[src/rtl/io_sched.sv]
// io_sched: two-requester scheduler in front of the PDS bus sequencer.
//   R0 (CPU side): writes with a strobe set are posted into an in-order
//     queue of WQD entries; reads wait until the queue has drained.
//   R1 (auxiliary): every access is blocking and bypasses the queue.
//   The two candidates are arbitrated round-robin. The winner is latched
//   into the IO* attribute outputs, and IOREQ is held until IODONE.
// Ports:
//   C16M, RES                     clock, async active-high reset
//   R0*/R1* REQ RW A LDS UDS WD   requester inputs (level, held to ACK)
//   R0ACK/R1ACK, R0RD/R1RD        one-cycle completion pulse, read data
//   IOREQ IORW IOLDS IOUDS IOA IOWD   request and attributes to sequencer
//   IORD IOACT IODONE             read data, busy and done from sequencer
//   WQFULL WQEMPTY BUSY           queue and FSM status
module io_sched #(
  parameter int AW  = 23,
  parameter int DW  = 16,
  parameter int WQD = 2
) (
  input  logic          C16M,
  input  logic          RES,
  input  logic          R0REQ,
  input  logic          R0RW,
  input  logic [AW-1:0] R0A,
  input  logic          R0LDS,
  input  logic          R0UDS,
  input  logic [DW-1:0] R0WD,
  output logic          R0ACK,
  output logic [DW-1:0] R0RD,
  input  logic          R1REQ,
  input  logic          R1RW,
  input  logic [AW-1:0] R1A,
  input  logic          R1LDS,
  input  logic          R1UDS,
  input  logic [DW-1:0] R1WD,
  output logic          R1ACK,
  output logic [DW-1:0] R1RD,
  output logic          IOREQ,
  output logic          IORW,
  output logic          IOLDS,
  output logic          IOUDS,
  output logic [AW-1:0] IOA,
  output logic [DW-1:0] IOWD,
  input  logic [DW-1:0] IORD,
  input  logic          IOACT,
  input  logic          IODONE,
  output logic          WQFULL,
  output logic          WQEMPTY,
  output logic          BUSY
);

  localparam int PW = $clog2(WQD);
  localparam logic [PW:0] PTR_ONE = {{PW{1'b0}}, 1'b1};

  typedef enum logic [1:0] {S_IDLE = 2'd0, S_ISSUE = 2'd1, S_RELEASE = 2'd2} state_t;
  localparam logic [1:0] SRC_Q  = 2'd0;
  localparam logic [1:0] SRC_R0 = 2'd1;
  localparam logic [1:0] SRC_R1 = 2'd2;

  state_t state_r, state_s;

  // Queue pointers carry one extra bit so full and empty are distinguishable.
  logic [PW:0]    wr_ptr_r, rd_ptr_r;
  logic [AW-1:0]  qa_r  [WQD];
  logic [DW-1:0]  qwd_r [WQD];
  logic [WQD-1:0] qlds_r, quds_r;

  logic [1:0]    src_r;
  logic          rr_ptr_r;
  logic          ioreq_r, iorw_r, iolds_r, iouds_r;
  logic [AW-1:0] ioa_r;
  logic [DW-1:0] iowd_r;
  logic          r0ack_r, r1ack_r;
  logic [DW-1:0] r0rd_r, r1rd_r;

  logic          wqempty_s, wqfull_s, push_s, nostrobe_s, r0rd_elig_s;
  logic          c0_s, c1_s, bus_idle_s, pick0_s;
  logic          grant_s, done_s, pop_s, ack0_s, ack1_s;
  logic [1:0]    sel_src_s;
  logic          sel_rw_s, sel_lds_s, sel_uds_s;
  logic [AW-1:0] sel_a_s;
  logic [DW-1:0] sel_wd_s;

  assign wqempty_s = (wr_ptr_r == rd_ptr_r);
  assign wqfull_s  = (wr_ptr_r[PW] != rd_ptr_r[PW]) &&
                     (wr_ptr_r[PW-1:0] == rd_ptr_r[PW-1:0]);

  // While an ACK is high the requester still shows the request just served,
  // so nothing from that requester is taken in that cycle.
  assign push_s      = R0REQ && !R0RW && (R0LDS || R0UDS) && !wqfull_s && !r0ack_r;
  assign nostrobe_s  = R0REQ && !R0RW && !R0LDS && !R0UDS && !r0ack_r;
  // Reads may only go out once every posted write has completed on the bus.
  assign r0rd_elig_s = R0REQ && R0RW && wqempty_s && !r0ack_r;

  assign c0_s       = !wqempty_s || r0rd_elig_s;
  assign c1_s       = R1REQ && !r1ack_r;
  assign bus_idle_s = !IOACT && !IODONE;
  assign pick0_s    = c0_s && (!c1_s || !rr_ptr_r);

  // Winner selection: queue head has priority over an R0 read within C0.
  always_comb begin
    sel_src_s = SRC_R1;
    sel_rw_s  = R1RW;
    sel_a_s   = R1A;
    sel_wd_s  = R1WD;
    sel_lds_s = R1LDS;
    sel_uds_s = R1UDS;
    if (pick0_s) begin
      if (!wqempty_s) begin
        sel_src_s = SRC_Q;
        sel_rw_s  = 1'b0;
        sel_a_s   = qa_r[rd_ptr_r[PW-1:0]];
        sel_wd_s  = qwd_r[rd_ptr_r[PW-1:0]];
        sel_lds_s = qlds_r[rd_ptr_r[PW-1:0]];
        sel_uds_s = quds_r[rd_ptr_r[PW-1:0]];
      end else begin
        sel_src_s = SRC_R0;
        sel_rw_s  = 1'b1;
        sel_a_s   = R0A;
        sel_wd_s  = R0WD;
        sel_lds_s = R0LDS;
        sel_uds_s = R0UDS;
      end
    end else begin
      sel_src_s = SRC_R1;
      sel_rw_s  = R1RW;
      sel_a_s   = R1A;
      sel_wd_s  = R1WD;
      sel_lds_s = R1LDS;
      sel_uds_s = R1UDS;
    end
  end

  // FSM state register.
  always_ff @(posedge C16M or posedge RES) begin
    if (RES) state_r <= S_IDLE;
    else     state_r <= state_s;
  end

  // FSM next-state logic.
  always_comb begin
    state_s = state_r;
    case (state_r)
      S_IDLE:    state_s = (bus_idle_s && (c0_s || c1_s)) ? S_ISSUE : S_IDLE;
      S_ISSUE:   state_s = IODONE ? S_RELEASE : S_ISSUE;
      S_RELEASE: state_s = bus_idle_s ? S_IDLE : S_RELEASE;
      default:   state_s = S_IDLE;
    endcase
  end

  // FSM output strobes; IODONE outside ISSUE produces nothing.
  always_comb begin
    grant_s = 1'b0;
    done_s  = 1'b0;
    case (state_r)
      S_IDLE:  grant_s = bus_idle_s && (c0_s || c1_s);
      S_ISSUE: done_s  = IODONE;
      default: begin
        grant_s = 1'b0;
        done_s  = 1'b0;
      end
    endcase
  end

  assign pop_s  = done_s && (src_r == SRC_Q);
  assign ack0_s = done_s && (src_r == SRC_R0);
  assign ack1_s = done_s && (src_r == SRC_R1);

  // Posted-write queue storage and pointers (fullness sampled before pop).
  always_ff @(posedge C16M or posedge RES) begin
    if (RES) begin
      wr_ptr_r <= {(PW+1){1'b0}};
      rd_ptr_r <= {(PW+1){1'b0}};
      qlds_r   <= {WQD{1'b0}};
      quds_r   <= {WQD{1'b0}};
      for (int i = 0; i < WQD; i++) begin
        qa_r[i]  <= {AW{1'b0}};
        qwd_r[i] <= {DW{1'b0}};
      end
    end else begin
      if (push_s) begin
        qa_r[wr_ptr_r[PW-1:0]]   <= R0A;
        qwd_r[wr_ptr_r[PW-1:0]]  <= R0WD;
        qlds_r[wr_ptr_r[PW-1:0]] <= R0LDS;
        quds_r[wr_ptr_r[PW-1:0]] <= R0UDS;
        wr_ptr_r <= wr_ptr_r + PTR_ONE;
      end
      if (pop_s) begin
        rd_ptr_r <= rd_ptr_r + PTR_ONE;
      end
    end
  end

  // Bus attribute latch, IOREQ and round-robin pointer (loser goes next).
  always_ff @(posedge C16M or posedge RES) begin
    if (RES) begin
      ioreq_r  <= 1'b0;
      iorw_r   <= 1'b1;
      iolds_r  <= 1'b0;
      iouds_r  <= 1'b0;
      ioa_r    <= {AW{1'b0}};
      iowd_r   <= {DW{1'b0}};
      src_r    <= SRC_Q;
      rr_ptr_r <= 1'b0;
    end else if (grant_s) begin
      ioreq_r  <= 1'b1;
      iorw_r   <= sel_rw_s;
      iolds_r  <= sel_lds_s;
      iouds_r  <= sel_uds_s;
      ioa_r    <= sel_a_s;
      iowd_r   <= sel_wd_s;
      src_r    <= sel_src_s;
      rr_ptr_r <= pick0_s;
    end else if (done_s) begin
      ioreq_r  <= 1'b0;
    end
  end

  // Completion pulses and read-data capture.
  always_ff @(posedge C16M or posedge RES) begin
    if (RES) begin
      r0ack_r <= 1'b0;
      r1ack_r <= 1'b0;
      r0rd_r  <= {DW{1'b0}};
      r1rd_r  <= {DW{1'b0}};
    end else begin
      r0ack_r <= push_s || nostrobe_s || ack0_s;
      r1ack_r <= ack1_s;
      if (ack0_s && iorw_r) r0rd_r <= IORD;
      if (ack1_s && iorw_r) r1rd_r <= IORD;
    end
  end

  assign IOREQ   = ioreq_r;
  assign IORW    = iorw_r;
  assign IOLDS   = iolds_r;
  assign IOUDS   = iouds_r;
  assign IOA     = ioa_r;
  assign IOWD    = iowd_r;
  assign R0ACK   = r0ack_r;
  assign R1ACK   = r1ack_r;
  assign R0RD    = r0rd_r;
  assign R1RD    = r1rd_r;
  assign WQEMPTY = wqempty_s;
  assign WQFULL  = wqfull_s;
  assign BUSY    = (state_r != S_IDLE);

endmodule

[config.mk]
export PLATFORM = sky130hd
export DESIGN_NAME = io_sched
export DESIGN_NICKNAME = d
export VERILOG_FILES = /design/src/rtl/io_sched.sv
export SDC_FILE = /design/constraint.sdc
export NUM_CORES = 1
export LEC_CHECK = 0
export BUFFER_PORTS_ARGS = -buffer_cell sky130_fd_sc_hd__buf_2
export CORE_ASPECT_RATIO = 0.75
export CORE_MARGIN = 1
export CORE_UTILIZATION = 58
export DETAILED_ROUTE_END_ITERATION = 8
export PLACE_DENSITY_LB_ADDON = 0.3
export SLEW_MARGIN = 20
export SYNTH_ARGS = -nofsm -noshare
export SYNTH_HDL_FRONTEND = slang
export SYNTH_SLANG_ARGS = --single-unit
[constraint.sdc]
create_clock -name C16M -period 8.2 [get_ports C16M]
set_input_delay 0.41 -clock C16M [delete_from_list [all_inputs] [get_ports C16M]]
set_output_delay 0.41 -clock C16M [all_outputs]
set_load 0.005 [all_outputs]
[Yosys cells after proc, flatten, opt, wreduce, memory -nomap -nowiden]
Cells that the tools add are included.
Operators by class
  reduce and logical (&&, ||, !) cells: 43
  bitwise gates (word level): 2
  muxes and demuxes: 40
  add/sub/neg operators: 2
  magnitude comparators: 6
  eq/ne operators: 7
Operators by type and width (number)
  two-way mux 23 bit: 6
  two-way mux 16 bit: 6
  bitwise mux 46 bit: 1
  bitwise mux 32 bit: 1
  demux 23 bit (select 1 bit): 1
  logical AND 1 bit: 22
  two-way mux 1 bit: 17
  demux 16 bit (select 1 bit): 1
  logical NOT 1 bit: 11
  logical OR 1 bit: 6
  two-way mux 2 bit: 3
  one-hot mux 2 bit (3 select lines): 1
  adder 2 x 1 -> 2 bit (second input constant): 2
  bitwise mux 2 bit: 2
  equality test 2 x 1 -> 1 bit (second input constant): 2
  equality test 2 bit (second input constant): 2
  >= comparator 2 bit (second input constant): 2
  logical NOT 2 bit: 2
  < comparator 1 x 2 -> 1 bit (second input constant): 2
  inverter 1 -> 2 bit: 2
  nonzero test 2 bit: 2
  equality test 2 bit: 1
  < comparator 2 x 1 -> 1 bit (second input constant): 1
  demux 1 bit (select 1 bit): 1
  3 further kinds: 3
Word-level totals
  flip-flop bits (word level): 168
  input port bits: 106
  output and inout port bits: 80
  word-level logic and storage cells: 121

[Depth between registers and ports, before layout]
  depth after elaboration: 8
  depth in mapped cells: 8
  gate-level depth less buffers: 5

[Worst setup path after synthesis]
OpenSTA, ideal clock, no wires.
  kind: in2reg
  start: input R0RW
  end: register qa_r[0] (netlist bit)
  setup slack: 6.123 ns
  setup time: 0.125 ns
  buffers on the path: 2
  data arrival time: 1.952 ns
  cell stages on the path: 5
  cells stage by stage: or3b_2 -> or4b_1 -> buf_2 -> buf_6 -> mux2_4
On the way
  word-level cells in the longest chain between the ends: 5
RTL lines
  start: declaration: line 22  | input logic R0RW,
  logical NOT 1 bit: line 89  | assign push_s = R0REQ && !R0RW && (R0LDS || R0UDS) && !wqfull_s && !r0ack_r;
  logical AND 1 bit (4 in a row): line 89
  end signal: indexed assignment: line 176  | qa_r[i] <= {AW{1'b0}};
  end: declaration: line 63  | logic [AW-1:0] qa_r [WQD];
No other way between the ends.
A chain may end at the register's enable or synchronous reset.

[Final worst setup path]
  start: register rd_ptr_r[0]
  end: output WQEMPTY
On the way
  word-level cells in the longest chain between the ends: 1
RTL lines
  start: declaration: line 62  | logic [PW:0] wr_ptr_r, rd_ptr_r;
  start signal: assignment: line 172  | rd_ptr_r <= {(PW+1){1'b0}};
  start signal: assignment: line 188  | rd_ptr_r <= rd_ptr_r + PTR_ONE;
  equality test 2 bit: line 83  | assign wqempty_s = (wr_ptr_r == rd_ptr_r);
  end: declaration: line 47  | output logic WQEMPTY,
No other way between the ends.

==> metrics.txt <==
# TYPE chip_impl_metric gauge
chip_impl_info{name="status",value="finished, final reports clean"} 1
chip_impl_metric{name="final-setup-viol-count",unit=""} 0
chip_impl_metric{name="dr.pass1.iters",unit=""} 4
chip_impl_metric{name="cts_num_sinks",unit=""} 168
chip_impl_metric{name="intPower",unit="mW"} 2.43
chip_impl_metric{name="post-route-cell-area",unit="mm^2"} 0.00928
chip_impl_info{name="netlist_top_cells_area",value="sky130_fd_sc_hd__dfrtp_1, sky130_fd_sc_hd__mux2_2, sky130_fd_sc_hd__a211oi_1, sky130_fd_sc_hd__mux2_4, sky130_fd_sc_hd__a221o_1"} 1
chip_impl_metric{name="worstPathMaxFanout",unit=""} 44
chip_impl_metric{name="synth_cell_types",unit=""} 39
chip_impl_metric{name="power_leakage",unit="nW"} 4.56
chip_impl_metric{name="rows",unit=""} 35
chip_impl_metric{name="vdd.ir_drop.worst",unit="V"} 0.000272
chip_impl_metric{name="synth.yosys.seq_area_share",unit=""} 0.551
chip_impl_metric{name="start_util",unit=""} 0.607
chip_impl_metric{name="final.min_clock_period",unit="ns"} 3.98
chip_impl_metric{name="async_flop_share",unit=""} 1.00
chip_impl_metric{name="antenna-diode-count",unit=""} 0
chip_impl_metric{name="drt-total-wl",unit="um"} 19300
chip_impl_metric{name="avgRoutedWirePerCell",unit="um"} 21.7
chip_impl_metric{name="fp.dieW",unit="um"} 134
chip_impl_metric{name="instances_no_fill",unit=""} 890
chip_impl_metric{name="synth-simple-area-share",unit=""} 0.0235
chip_impl_metric{name="grt_start_max_net_pins",unit=""} 110
chip_impl_metric{name="synth.net_count",unit=""} 652
chip_impl_metric{name="cts_setup_buffers",unit=""} 0
chip_impl_info{name="tritoncts",value="built"} 1
chip_impl_metric{name="totalNegativeSetupSlack",unit="ns"} 0
chip_impl_metric{name="crit_arrival",unit="ns"} 3.57
chip_impl_metric{name="p_comb_frac",unit=""} 0.402
chip_impl_metric{name="clock-skew-final",unit="ns"} 0.0104
chip_impl_info{name="hold_path_class",value="in -> async"} 1
chip_impl_metric{name="die_h",unit="um"} 101
chip_impl_metric{name="gr-total-overflow",unit=""} 0
chip_impl_metric{name="headroom_to_the_max_slew_limit",unit=""} 0.283
chip_impl_metric{name="path_clk_slew",unit="ns"} 0.07
chip_impl_metric{name="nets",unit=""} 817
chip_impl_metric{name="area_delta_synth_final",unit="%"} 21.7
chip_impl_metric{name="grt_first_pass_wirelength",unit="um"} 30300
chip_impl_metric{name="synthAdderAreaFrac",unit=""} 0
chip_impl_metric{name="synth_warnings",unit=""} 0
chip_impl_metric{name="gp_congestion",unit=""} 0.785
chip_impl_metric{name="power.switching",unit="mW"} 1.35
chip_impl_metric{name="placed_cells",unit=""} 857
chip_impl_metric{name="insertion_delay",unit="ns"} 0.43
chip_impl_metric{name="maxCapViolations",unit=""} 0
chip_impl_metric{name="dpl.hpwl",unit="um"} 11700
chip_impl_info{name="synth_most_common_cell",value="sky130_fd_sc_hd__dfrtp_1"} 1
chip_impl_info{name="path_class",value="reg -> out"} 1
chip_impl_metric{name="i_o_pins",unit=""} 186
chip_impl_info{name="synthDominantAreaCellType",value="sky130_fd_sc_hd__dfrtp_1"} 1
chip_impl_metric{name="power_per_cell_area",unit="mW/mm^2"} 407
chip_impl_metric{name="final.hold.worst_slack",unit="ns"} 0.204
chip_impl_metric{name="synth_edf_count",unit=""} 0
chip_impl_info{name="cp_cell_sequence",value="buf_4, xor2_4, buf_4, or2_2, inv_1, buf_2"} 1
chip_impl_info{name="synth_top_family_by_area",value="multiplexers"} 1
chip_impl_metric{name="mean_cell_area_of_the_mapped_netlist",unit="um^2"} 14.0
chip_impl_metric{name="cts_hold_buf",unit=""} 0
chip_impl_metric{name="final_hold_viol_count",unit=""} 0
chip_impl_metric{name="drt_first_iter_violations",unit=""} 346
chip_impl_metric{name="power.share.switching",unit=""} 0.356
chip_impl_metric{name="yosys.area_share.xor_xnor",unit=""} 0.00935
chip_impl_info{name="crit_path_frequent_cell",value="sky130_fd_sc_hd__buf_4"} 1
chip_impl_metric{name="routed-via-count",unit=""} 5597
chip_impl_metric{name="number_of_instances_in_the_synthesized_netlist",unit=""} 546
chip_impl_metric{name="antenna_found_initial",unit=""} 1
chip_impl_metric{name="seq_pwr_share",unit=""} 0.379
chip_impl_metric{name="finalMaxSlewViolations",unit=""} 0
chip_impl_metric{name="mappedNetlistArea",unit="mm^2"} 0.00763
chip_impl_metric{name="die_area",unit="mm^2"} 0.0136
chip_impl_metric{name="route.antenna.remaining_nets",unit=""} 0
chip_impl_metric{name="standard_cell_core_area",unit="mm^2"} 0.0126
chip_impl_metric{name="layout_worst_path_cycle_share",unit=""} 0.485
chip_impl_metric{name="worst_ep_required_time",unit="ns"} 7.79
chip_impl_metric{name="clock_h_tree_levels",unit=""} 4
chip_impl_info{name="slowest_stage",value="sky130_fd_sc_hd__or2_2"} 1
chip_impl_metric{name="via_per_inst",unit=""} 6.29
chip_impl_metric{name="grt_pass1_vias",unit=""} 5666
chip_impl_metric{name="post-route-drc-count",unit=""} 0
chip_impl_metric{name="post-synth-top-area-fraction",unit=""} 0.548
chip_impl_metric{name="post_cts_resize_count",unit=""} 0
chip_impl_info{name="unrepaired_setup_endpoints_after_global_routing",value="no"} 1
chip_impl_metric{name="power_total",unit="mW"} 3.78
chip_impl_info{name="yosys-top-cells-count",value="sky130_fd_sc_hd__dfrtp_1, sky130_fd_sc_hd__a211oi_1, sky130_fd_sc_hd__mux2_2"} 1
chip_impl_info{name="start_kind",value="register"} 1
chip_impl_info{name="end_kind",value="output port"} 1
chip_impl_metric{name="placed_area",unit="mm^2"} 0.00866
chip_impl_metric{name="clock.fmax",unit="MHz"} 252
chip_impl_info{name="clock-root-buffer",value="sky130_fd_sc_hd__clkbuf_16"} 1
chip_impl_metric{name="synth_seq_cells",unit=""} 168
chip_impl_metric{name="tightestPinTransition",unit="ns"} 1.07
chip_impl_metric{name="synth-compound-area-share",unit=""} 0.145
chip_impl_metric{name="cts_buffer_depth",unit=""} 2
chip_impl_metric{name="share_clk_of_total_power",unit=""} 0.219
chip_impl_info{name="ys_dominant_reg_cell",value="sky130_fd_sc_hd__dfrtp_1"} 1
chip_impl_metric{name="post_synth_mux_area_share",unit=""} 0.241
chip_impl_metric{name="count_of_input_and_output_buffers",unit=""} 185
chip_impl_metric{name="max_stage_delay",unit="ns"} 0.84
chip_impl_metric{name="numCtsBuffers",unit=""} 17
chip_impl_metric{name="final.fill_count",unit=""} 788
chip_impl_metric{name="post_route_cells_drive_above_1_share",unit=""} 0.488
chip_impl_metric{name="grt_use_total",unit=""} 0.292
[registers in the layout, indices dropped and copies added, names as in the netlist, 16 cells and up]
signal	cells
qa_r	46
qwd_r	32
IOA	23
IOWD	16
R0RD	16
R1RD	16
[stage by stage]
stage / utilization / setup WS (ns)
finish: 0.739 / 4.22
global route: 0.739 / 4.09
CTS: 0.737 / 4.24
detailed placement: 0.689 / 4.64
global placement: 0.689 / 4.78
floorplan: - / 3.24
[worst max-delay path, delay by kind of cell, from the launching register on]
kind	cells	cell delay, ns
buffers and inverters	4	1.46
XOR/XNOR	1	0.47
AND/OR/NAND/NOR	1	0.84
flip-flops	1	0.34
[cell type report]
type | count | area (um^2) | area share
Sequential cell | 168 | 4210 | 0.453
Multi-Input combinational cell | 328 | 3250 | 0.350
Timing Repair Buffer | 193 | 993 | 0.107
Clock buffer | 23 | 498 | 0.0536
Tap cell | 166 | 208 | 0.0224
Clock inverter | 9 | 114 | 0.0123
Inverter | 3 | 16.3 | 0.00175
[worst paths after layout]
kind | start | endpoint | slack (ns) | depth (start not counted)
min in group C16M | R1WD[13] | IOWD[13]$_DFFE_PP0P_ | 0.21 | 2
max in group asynchronous | RES | IOWD[1]$_DFFE_PP0P_ | 6.62 | 3
min reg2reg | IOREQ$_DFFE_PP0P_ | IOREQ$_DFFE_PP0P_ | 0.47 | 2
max reg2reg | rd_ptr_r[0]$_DFFE_PP0P_ | qa_r[23]$_DFFE_PP0P_ | 4.59 | 7
max | rd_ptr_r[0]$_DFFE_PP0P_ | WQEMPTY | 4.22 | 6
min | RES | R0RD[9]$_DFFE_PP0P_ | 0.20 | 2
[layer usage]
layer | part of all wire | up-vias | global-route usage
met5 | 0.00067 | - | 0
met4 | 0.015 | 2 | 0.0795
met3 | 0.056 | 27 | 0.0681
met2 | 0.49 | 204 | 0.483
met1 | 0.44 | 2922 | 0.391
li1 | - | 2442 | -
[placed cells by master, fill, tap and decap left out, types with 2 or more instances in the layout]
| cell type | instances |
|---|---|
| sky130_fd_sc_hd__clkbuf_8 | 5 |
| sky130_fd_sc_hd__clkbuf_16 | 17 |
| sky130_fd_sc_hd__a211oi_1 | 82 |
| sky130_fd_sc_hd__nor3_1 | 2 |
| sky130_fd_sc_hd__clkinv_4 | 2 |
| sky130_fd_sc_hd__nand2b_1 | 2 |
| sky130_fd_sc_hd__xor2_4 | 2 |
| sky130_fd_sc_hd__clkinvlp_4 | 3 |
| sky130_fd_sc_hd__nor2_1 | 2 |
| sky130_fd_sc_hd__nand3b_1 | 2 |
| sky130_fd_sc_hd__a221o_1 | 41 |
| sky130_fd_sc_hd__a21o_1 | 2 |
| sky130_fd_sc_hd__or2_2 | 2 |
| sky130_fd_sc_hd__mux2_4 | 39 |
| sky130_fd_sc_hd__mux2_2 | 75 |
| sky130_fd_sc_hd__xnor2_1 | 3 |
| sky130_fd_sc_hd__bufinv_16 | 2 |
| sky130_fd_sc_hd__buf_2 | 185 |
| sky130_fd_sc_hd__o21ai_0 | 5 |
| sky130_fd_sc_hd__buf_4 | 7 |
| sky130_fd_sc_hd__dfrtp_1 | 166 |
| sky130_fd_sc_hd__inv_6 | 2 |
| sky130_fd_sc_hd__a21oi_1 | 2 |
| sky130_fd_sc_hd__nand2_1 | 9 |
| sky130_fd_sc_hd__inv_1 | 2 |
| sky130_fd_sc_hd__mux2i_1 | 41 |
[cells by family after synthesis]
| family | count (synthesis) |
|---|---|
| buffers and inverters | 50 |
| AND/OR/NAND/NOR | 31 |
| XOR/XNOR | 6 |
| AO/OA/AOI/OAI | 136 |
| flip-flops | 168 |
| multiplexers | 155 |
[power by group through the flow]
stage	registers, mW	logic, mW	clock network, mW
6_report	1.43	1.52	0.828
5_1_grt	1.47	1.63	0.867
4_1_cts	1.42	1.52	0.830
3_5_place_dp	1.43	1.49	0
3_3_place_gp	1.40	1.41	0
2_1_floorplan	1.39	1.05	0
(Power assumes the default switching activity.)
